<file path="config.mk">
export PLATFORM = sky130hd
export DESIGN_NAME = mac_accumulator
export DESIGN_NICKNAME = d
export VERILOG_FILES = /design/src/rtl/mac_pkg.sv /design/src/rtl/Signed_Multiplier.sv /design/src/rtl/mac_accumulator.sv
export SDC_FILE = /design/constraint.sdc
export NUM_CORES = 1
export LEC_CHECK = 0
export CAP_MARGIN = 20
export CORE_UTILIZATION = 55
export DETAILED_ROUTE_END_ITERATION = 8
export PLACE_DENSITY_LB_ADDON = 0.05
export SLEW_MARGIN = 20
export SYNTH_ARGS = -nofsm -noshare
export SYNTH_HDL_FRONTEND = slang
export SYNTH_SLANG_ARGS = --single-unit
</file>
<file path="constraint.sdc">
create_clock -name clk -period 7.3 [get_ports clk]
set_input_delay 1.825 -clock clk [delete_from_list [all_inputs] [get_ports clk]]
set_output_delay 1.825 -clock clk [all_outputs]
set_load 0.005 [all_outputs]
</file>
<file path="src/rtl/mac_pkg.sv">
// Shared types, default widths and saturation limits for the MAC accumulator.
package mac_pkg;

    typedef enum logic [1:0] {
        ACCUM = 2'd0,
        DRAIN = 2'd1,
        HOLD  = 2'd2
    } mac_state_t;

    localparam int MAC_ACC_W = 40;
    localparam int MAC_CNT_W = 8;

    function automatic logic signed [63:0] acc_max(input int w);
        return (64'sd1 <<< (w - 1)) - 64'sd1;
    endfunction

    function automatic logic signed [63:0] acc_min(input int w);
        return -(64'sd1 <<< (w - 1));
    endfunction

endpackage

</file>
<file path="src/rtl/Signed_Multiplier.sv">
// Combinational 16x16 signed multiplier, full 32-bit product.
// Latency: 0 cycles. Backpressure: none, pure logic.
module Signed_Multiplier (
    input  logic signed [15:0] A,
    input  logic signed [15:0] B,
    output logic signed [31:0] P
);

    assign P = A * B;

endmodule

</file>
<file path="src/rtl/mac_accumulator.sv">
// Signed dot-product MAC: registered product, wide accumulate per `last`-delimited vector.
// Latency: result valid 2 cycles after the last beat; one beat per cycle within a vector.
// Backpressure: in_ready low in DRAIN/HOLD; result held stable until out_ready (MAC_SATURATE_EN clamps acc).
module mac_accumulator
    import mac_pkg::*;
#(
    parameter int ACC_W = MAC_ACC_W,
    parameter int CNT_W = MAC_CNT_W
) (
    input  logic                    clk,
    input  logic                    rst_n,
    input  logic                    in_valid,
    output logic                    in_ready,
    input  logic signed [15:0]      a,
    input  logic signed [15:0]      b,
    input  logic                    last,
    output logic                    out_valid,
    input  logic                    out_ready,
    output logic signed [ACC_W-1:0] acc_out,
    output logic [CNT_W-1:0]        count,
    output logic                    overflow
);

    mac_state_t              state_q, state_d;
    logic signed [31:0]      prod;
    logic signed [31:0]      p_q, p_d;
    logic                    p_vld_q, p_vld_d;
    logic signed [ACC_W-1:0] acc_q, acc_d;
    logic [CNT_W-1:0]        cnt_q, cnt_d;
    logic                    ovf_q, ovf_d;
    logic                    first_q, first_d;
    logic                    accept;
    logic [ACC_W:0]          base_ext;
    logic [ACC_W:0]          p_ext;
    logic [ACC_W:0]          sum;
    logic                    add_ovf;

    Signed_Multiplier u_mult (
        .A (a),
        .B (b),
        .P (prod)
    );

    assign in_ready  = (state_q == ACCUM);
    assign out_valid = (state_q == HOLD);
    assign acc_out   = acc_q;
    assign count     = cnt_q;
    assign overflow  = ovf_q;
    assign accept    = in_valid && in_ready;

    // One guard bit above ACC_W: overflow shows as the top two sum bits disagreeing.
    assign base_ext = first_q ? '0 : {acc_q[ACC_W-1], acc_q};
    assign p_ext    = {{(ACC_W + 1 - 32){p_q[31]}}, p_q};
    assign sum      = base_ext + p_ext;
    assign add_ovf  = sum[ACC_W] ^ sum[ACC_W-1];

    always_comb begin
        state_d = state_q;
        p_d     = p_q;
        p_vld_d = 1'b0;
        acc_d   = acc_q;
        cnt_d   = cnt_q;
        ovf_d   = ovf_q;
        first_d = first_q;

        if (accept) begin
            p_d     = prod;
            p_vld_d = 1'b1;
        end

        if (p_vld_q) begin
`ifdef MAC_SATURATE_EN
            if (add_ovf)
                acc_d = sum[ACC_W] ? ACC_W'(acc_min(ACC_W)) : ACC_W'(acc_max(ACC_W));
            else
                acc_d = sum[ACC_W-1:0];
`else
            acc_d = sum[ACC_W-1:0];
`endif
            cnt_d   = (cnt_q == '1) ? cnt_q : cnt_q + 1'b1;
            ovf_d   = ovf_q | add_ovf;
            first_d = 1'b0;
        end

        case (state_q)
            ACCUM: if (accept && last) state_d = DRAIN;
            DRAIN: state_d = HOLD;
            HOLD: begin
                // No stage-2 add can be pending here, so the clears never collide with one.
                if (out_ready) begin
                    state_d = ACCUM;
                    first_d = 1'b1;
                    cnt_d   = '0;
                    ovf_d   = 1'b0;
                end
            end
            default: state_d = ACCUM;
        endcase
    end

    always_ff @(posedge clk or negedge rst_n) begin
        if (!rst_n) begin
            state_q <= ACCUM;
            p_q     <= '0;
            p_vld_q <= 1'b0;
            acc_q   <= '0;
            cnt_q   <= '0;
            ovf_q   <= 1'b0;
            first_q <= 1'b1;
        end else begin
            state_q <= state_d;
            p_q     <= p_d;
            p_vld_q <= p_vld_d;
            acc_q   <= acc_d;
            cnt_q   <= cnt_d;
            ovf_q   <= ovf_d;
            first_q <= first_d;
        end
    end

endmodule

</file>
# After elaboration in Yosys (flattened, before gate mapping)
# Cells that the tools add are included.
# Widths: inputs -> output; s select.
totals:
  elab_cells: 36
  ff_bits: 85
  output_inout_bits: 51
op_classes:
  eq_ne: 5
  add_sub_neg: 2
  n_reduce_logical: 4
  muxes: 15
  n_mul: 1
  bitwise: 2
op_table:
  columns: ["op", "n"]
  rows:
  - ["$add 41x41->41", 1]
  - ["$mux 41", 1]
  - ["$mul 16x16->32", 1]
  - ["$mux 8", 4]
  - ["$add 8x1->8 const B", 1]
  - ["$eq 8x8->1 const B", 1]
  - ["$mux 1", 7]
  - ["$pmux 2 s3", 1]
  - ["$mux 2", 2]
  - ["$ne 2x1->1 const B", 2]
  - ["$eq 2x1->1 const B", 1]
  - ["$eq 2x2->1 const B", 1]
  - ["$logic_and 1x1->1", 2]
  - ["$logic_not 2->1", 1]
  - ["$reduce_and 2->1", 1]
  - ["$or 1x1->1", 1]
  - ["$xor 1x1->1", 1]

# Logic depth before layout (Yosys ltp)
logic_depth:
  ltp_word: 7
  ltp_mapped: 27
  ltp_nobuf: 26

# Cells and area by module
# Synthesis repeated with hierarchy kept, for this count alone.
hier_totals:
  cells_unflattened: 1672
  hier_area_um2: 15603.7
modules_own_cells:
  columns: ["module", "instances", "seq_area_each_um2", "cells_per_inst", "area_each_um2"]
  rows:
  - ["Signed_Multiplier", 1, 0.0, 1126, 10043.4]
  - ["mac_accumulator", 1, 2128.3, 546, 5560.3]

# Least setup slack after synthesis
# No wires, ideal clock.
synth_timing:
  path_kind: "input port to flip-flop"
  startpoint: "input a[15]"
  endpoint: "register p_q[31]"
  n_path_buf: 1
  setup_slack_ps: -284
  cell_stages: 24
  required_time_ps: 7167
  arrival_time_ps: 7450
  path_cell_list: "clkbuf_1 nand2_1 fa_1 inv_1 fa_1 inv_1 fa_1 fa_1 inv_1 fa_1 inv_1 fa_1 inv_1 ha_1 inv_1 o21bai_1 a21oi_1 o21ai_0 a31oi_1 o21ai_0 o41ai_1 o21ai_0 xnor2_1 o21ai_0"
synth_via:
  elab_chain_len: 1
synth_rtl:
  columns: ["element", "line_no", "source"]
  rows:
  - ["start: declaration", "mac_accumulator.sv:14", "input logic signed [15:0] a,"]
  - ["$mul 16x16->32", "Signed_Multiplier.sv:9", "assign P = A * B;"]
  - ["end signal: assignment", "mac_accumulator.sv:112", "p_q <= p_d;"]
  - ["end: declaration", "mac_accumulator.sv:26", "logic signed [31:0] p_q, p_d;"]
# No other way between the ends.
# A chain may end at the register's enable or synchronous reset.

# Worst setup path after layout
layout_timing:
  startpoint: "input b[12]"
  endpoint: "register p_q[30]"
layout_via:
  elab_chain_len: 1
layout_rtl:
  columns: ["element", "line_no", "source"]
  rows:
  - ["start: declaration", "mac_accumulator.sv:15", "input logic signed [15:0] b,"]
  - ["$mul 16x16->32", "Signed_Multiplier.sv:9", null]
# No other way between the ends.

==> impl_summary.txt <==
----------------------------------------------------
[Layout]
  Net count, final ... 2297
  Area Growth Syn to Fin ... 21.6%
  Ratio of cells with drive above 1 in the final layout ... roughly 19%
  Number of diodes added for antenna fixing ... 0
  Fin util ... 68.4%
  Commonest cells after routing, fill and taps aside ... 310 x inv_1, 243 x fa_1, 170 x nand2_1
  Most common cell after layout, fill and taps aside ... inv_1

[Clock tree]
  Count of clock tree sinks ... 85
  Number of buffers added by the clock tree synthesis step ... 9
  Number of H-tree levels ... 3
  Clock Pin Slew Worst Setup and Hold Paths ... roughly 70 ps
  Hold-fix buffers, CTS ... 0
  Clock Root Buffer ... clkbuf_16
  Clk Latency, worst-skew pair ... 340 ps
  Buffers from clock root to sink, at most ... 2
  Clock tree from TritonCTS ... done

[Worst setup path]
  Crit Path Category ... in2reg
  Required arrival time at the worst endpoint ... 7550 ps
  Worst setup SP type ... primary input
  R2R Path Start ... first_q
  Reg2Reg Capture Point ... acc_out[22]
  Data arrival, critical path ... 7370 ps
  Largest driver fanout on the critical path ... 6
  Worst r2r path cells ... 15
  Crit end category ... register
  Worst setup slack for register-to-register paths ... 2860 ps

[STA]
  Largest clock skew in the final design ... 9.16 ps
  Shortest period the worst path allows ... between 7000 and 8000 ps
  Worst hold margin ... between 400 and 500 ps
  Final Cycle Share ... 97.6%
  Count of final hold-check violations ... 0
  Max Clk Rate ... 0.140 GHz
  Relative max-transition margin ... 38.8%
  Pins Over Slew Limit ... 0
  Pin slew with the least headroom to its limit ... 915 ps
  Final setup vio count ... 0
  Setup WS post-layout ... 176 ps

[Global routing]
  Pin count of the biggest net entering global routing ... 59
  Overflow left after global routing ... 0
  Combined global-route utilization of all metal layers ... 26.2%
  Wire length of the first global-routing pass ... 59700 um
  Number of global-route vias before repair ... about 12000
  Antenna violations before repair ... 0

[Synth]
  Synthesized area per cell ... 9.27 um2
  Total number of yosys warnings ... 0
  Yosys cell types ... 62
  Proportion of netlist area held by the largest area contributor ... about a third
  Fraction of synthesis flops using an asynchronous set or reset pin ... 100%
  Syn Std Cell Area ... 15200 um2
  Area contributors post-synth ... fa_1 35%, dfrtp_1 14%, ha_1 10%
  Post-synth EDFFs ... 0
  Share of synthesized area occupied by flip-flops and latches ... 14.0%
  Library cell occupying the most area in the post-synthesis netlist ... fa_1
  Mapped Cells ... 1644
  Post-synthesis sequential element count ... 85
  Post-synth top flop ... dfrtp_1
  Total nets after synthesis ... 2067

[Drt]
  Total Wirelength ... 35600 um
  1st-iter DRT viols ... 523
  Residual DRC ... 0
  Total vias in the final route ... between 10000 and 15000
  Final routed wire length divided by cell count ... 15.8 um
  Number of detailed-route iterations in the first pass ... 5
  Antenna-violating nets left ... 0
  Number of vias per cell ... 5.15

[Floorplanning]
  # IOs ... 88
  Die Area ... 28400 um2
  Horizontal die dimension ... about 170 um
  Placement Rows ... 60
  Die Height ... 168 um
  Initial core utilization ... 56.2%
  Core Footprint ... 27100 um2

[Run]
  Max Cap Violations ... 0

[Placement]
  Worst setup timing slack at the placement stage ... -780 ps
  Gpl congestion ... 0.906
  IO Port Bufs ... a little under 90
  Hpwl dp ... 28900 um

[Worst hold path]
  Capture endpoint of the worst hold path ... p_q[0]
  Hold path startpoint ... p_q[0]
  Hold Path Stages ... 2
  Type of the tightest min-delay check ... reg2reg

[Outcome]
  Run status ... finished, final reports clean

----------------------------------------------------
[per-stage QoR]
| step | setup TNS [ps] | cell area, um2 | cells |
|---|---|---|---|
| 3_3_place_gp | -7870 | 17600 | 2201 |
| 5_1_grt | -231 | 18500 | 2251 |
| 6_report | 0 | 18500 | 2251 |
| 3_5_place_dp | -8710 | 17600 | 2201 |
| 4_1_cts | 0 | 18300 | 2241 |
| 2_1_floorplan | 0 | 15300 | 1644 |
[registers in the layout, summed over array words and instances, names as in the netlist]
register / count
first_q: 1
p_vld_q: 1
acc_out: 40
count: 8
state_q: 2
p_q: 32
overflow: 1
[layer usage]
layer	routed length, um	vias to the layer above	GRT usage, %
met5	0	-	0
met1	16800	5718	36.8
met3	1340	46	2.57
met2	16900	258	44.1
met4	636	0	5.85
li1	-	5575	-
[area by class of cell]
class                   count  area, um2
well taps                 372        465
clock inverters             6       87.6
inverters                 332       1250
clock buffers              10        229
multi-input cells        1176      12100
repair buffers            270       2310
flip-flops and latches     85       2130
fillers                  2196       8570
[cells in the mapped netlist, types with 4 or more instances]
master,instances
inv_1,332
a31oi_1,6
o31a_1,4
a211oi_1,10
dfrtp_1,84
mux2_2,29
nand4_1,5
o31ai_1,6
a21oi_1,58
a21o_1,34
nand2_1,178
nor3_1,6
ha_1,123
nor2b_1,41
nand3_1,14
xnor2_1,46
and2_1,126
and3_1,9
o211ai_1,4
nand2b_1,15
o21a_1,13
a21boi_0,4
xor2_1,24
o21ai_0,54
clkbuf_1,49
o21bai_1,15
fa_1,263
nor2_1,48
[logic make-up after synthesis]
group,Yosys count,synth area share [%]
flops,85,14.0
simple gates,453,14.9
buf+inv,383,9.43
compound gates,235,10.6
fa+ha+maj,386,44.7
mux,32,2.37
xor+xnor,70,4.02
[worst max path at each step]
stage / slack, ps / startpoint / endpoint / cells past startpoint
6_report: 180 / b[12] / p_q[30] / 25
5_1_grt: -60 / a[9] / p_q[23] / 25
4_1_cts: 1 / a[8] / p_q[29] / 23
3_5_place_dp: -780 / b[5] / p_q[31] / 25
3_3_place_gp: -660 / a[7] / p_q[31] / 24
2_1_floorplan: 4 / a[15] / p_q[30] / 25
[worst max-delay path, cell delays in order]
cell,delay [ps]
dlygate4sd2_1,240
buf_6,130
buf_4,130
nand2_1,70
fa_1,440
fa_1,440
inv_1,110
fa_1,460
fa_1,490
fa_1,500
inv_2,40
fa_1,510
inv_2,50
ha_4,210
a21o_1,180
a21o_1,180
a21o_1,180
a21oi_2,160
o21ai_2,80
a31oi_1,170
o21a_1,160
inv_2,60
o41ai_4,230
nand4b_1,170
o211ai_1,150
[what timing repair did]
action / CTS / global route
pin swaps: 69 / 68
gates cloned: 4 / 3
resized for setup: 104 / 112
setup buffers: 20 / 8
endpoints found under the setup margin: 14 / 13
Power is left out: the tool's default activity adds up to more than one toggle a clock period on the data nets, which glitch-free logic cannot reach.
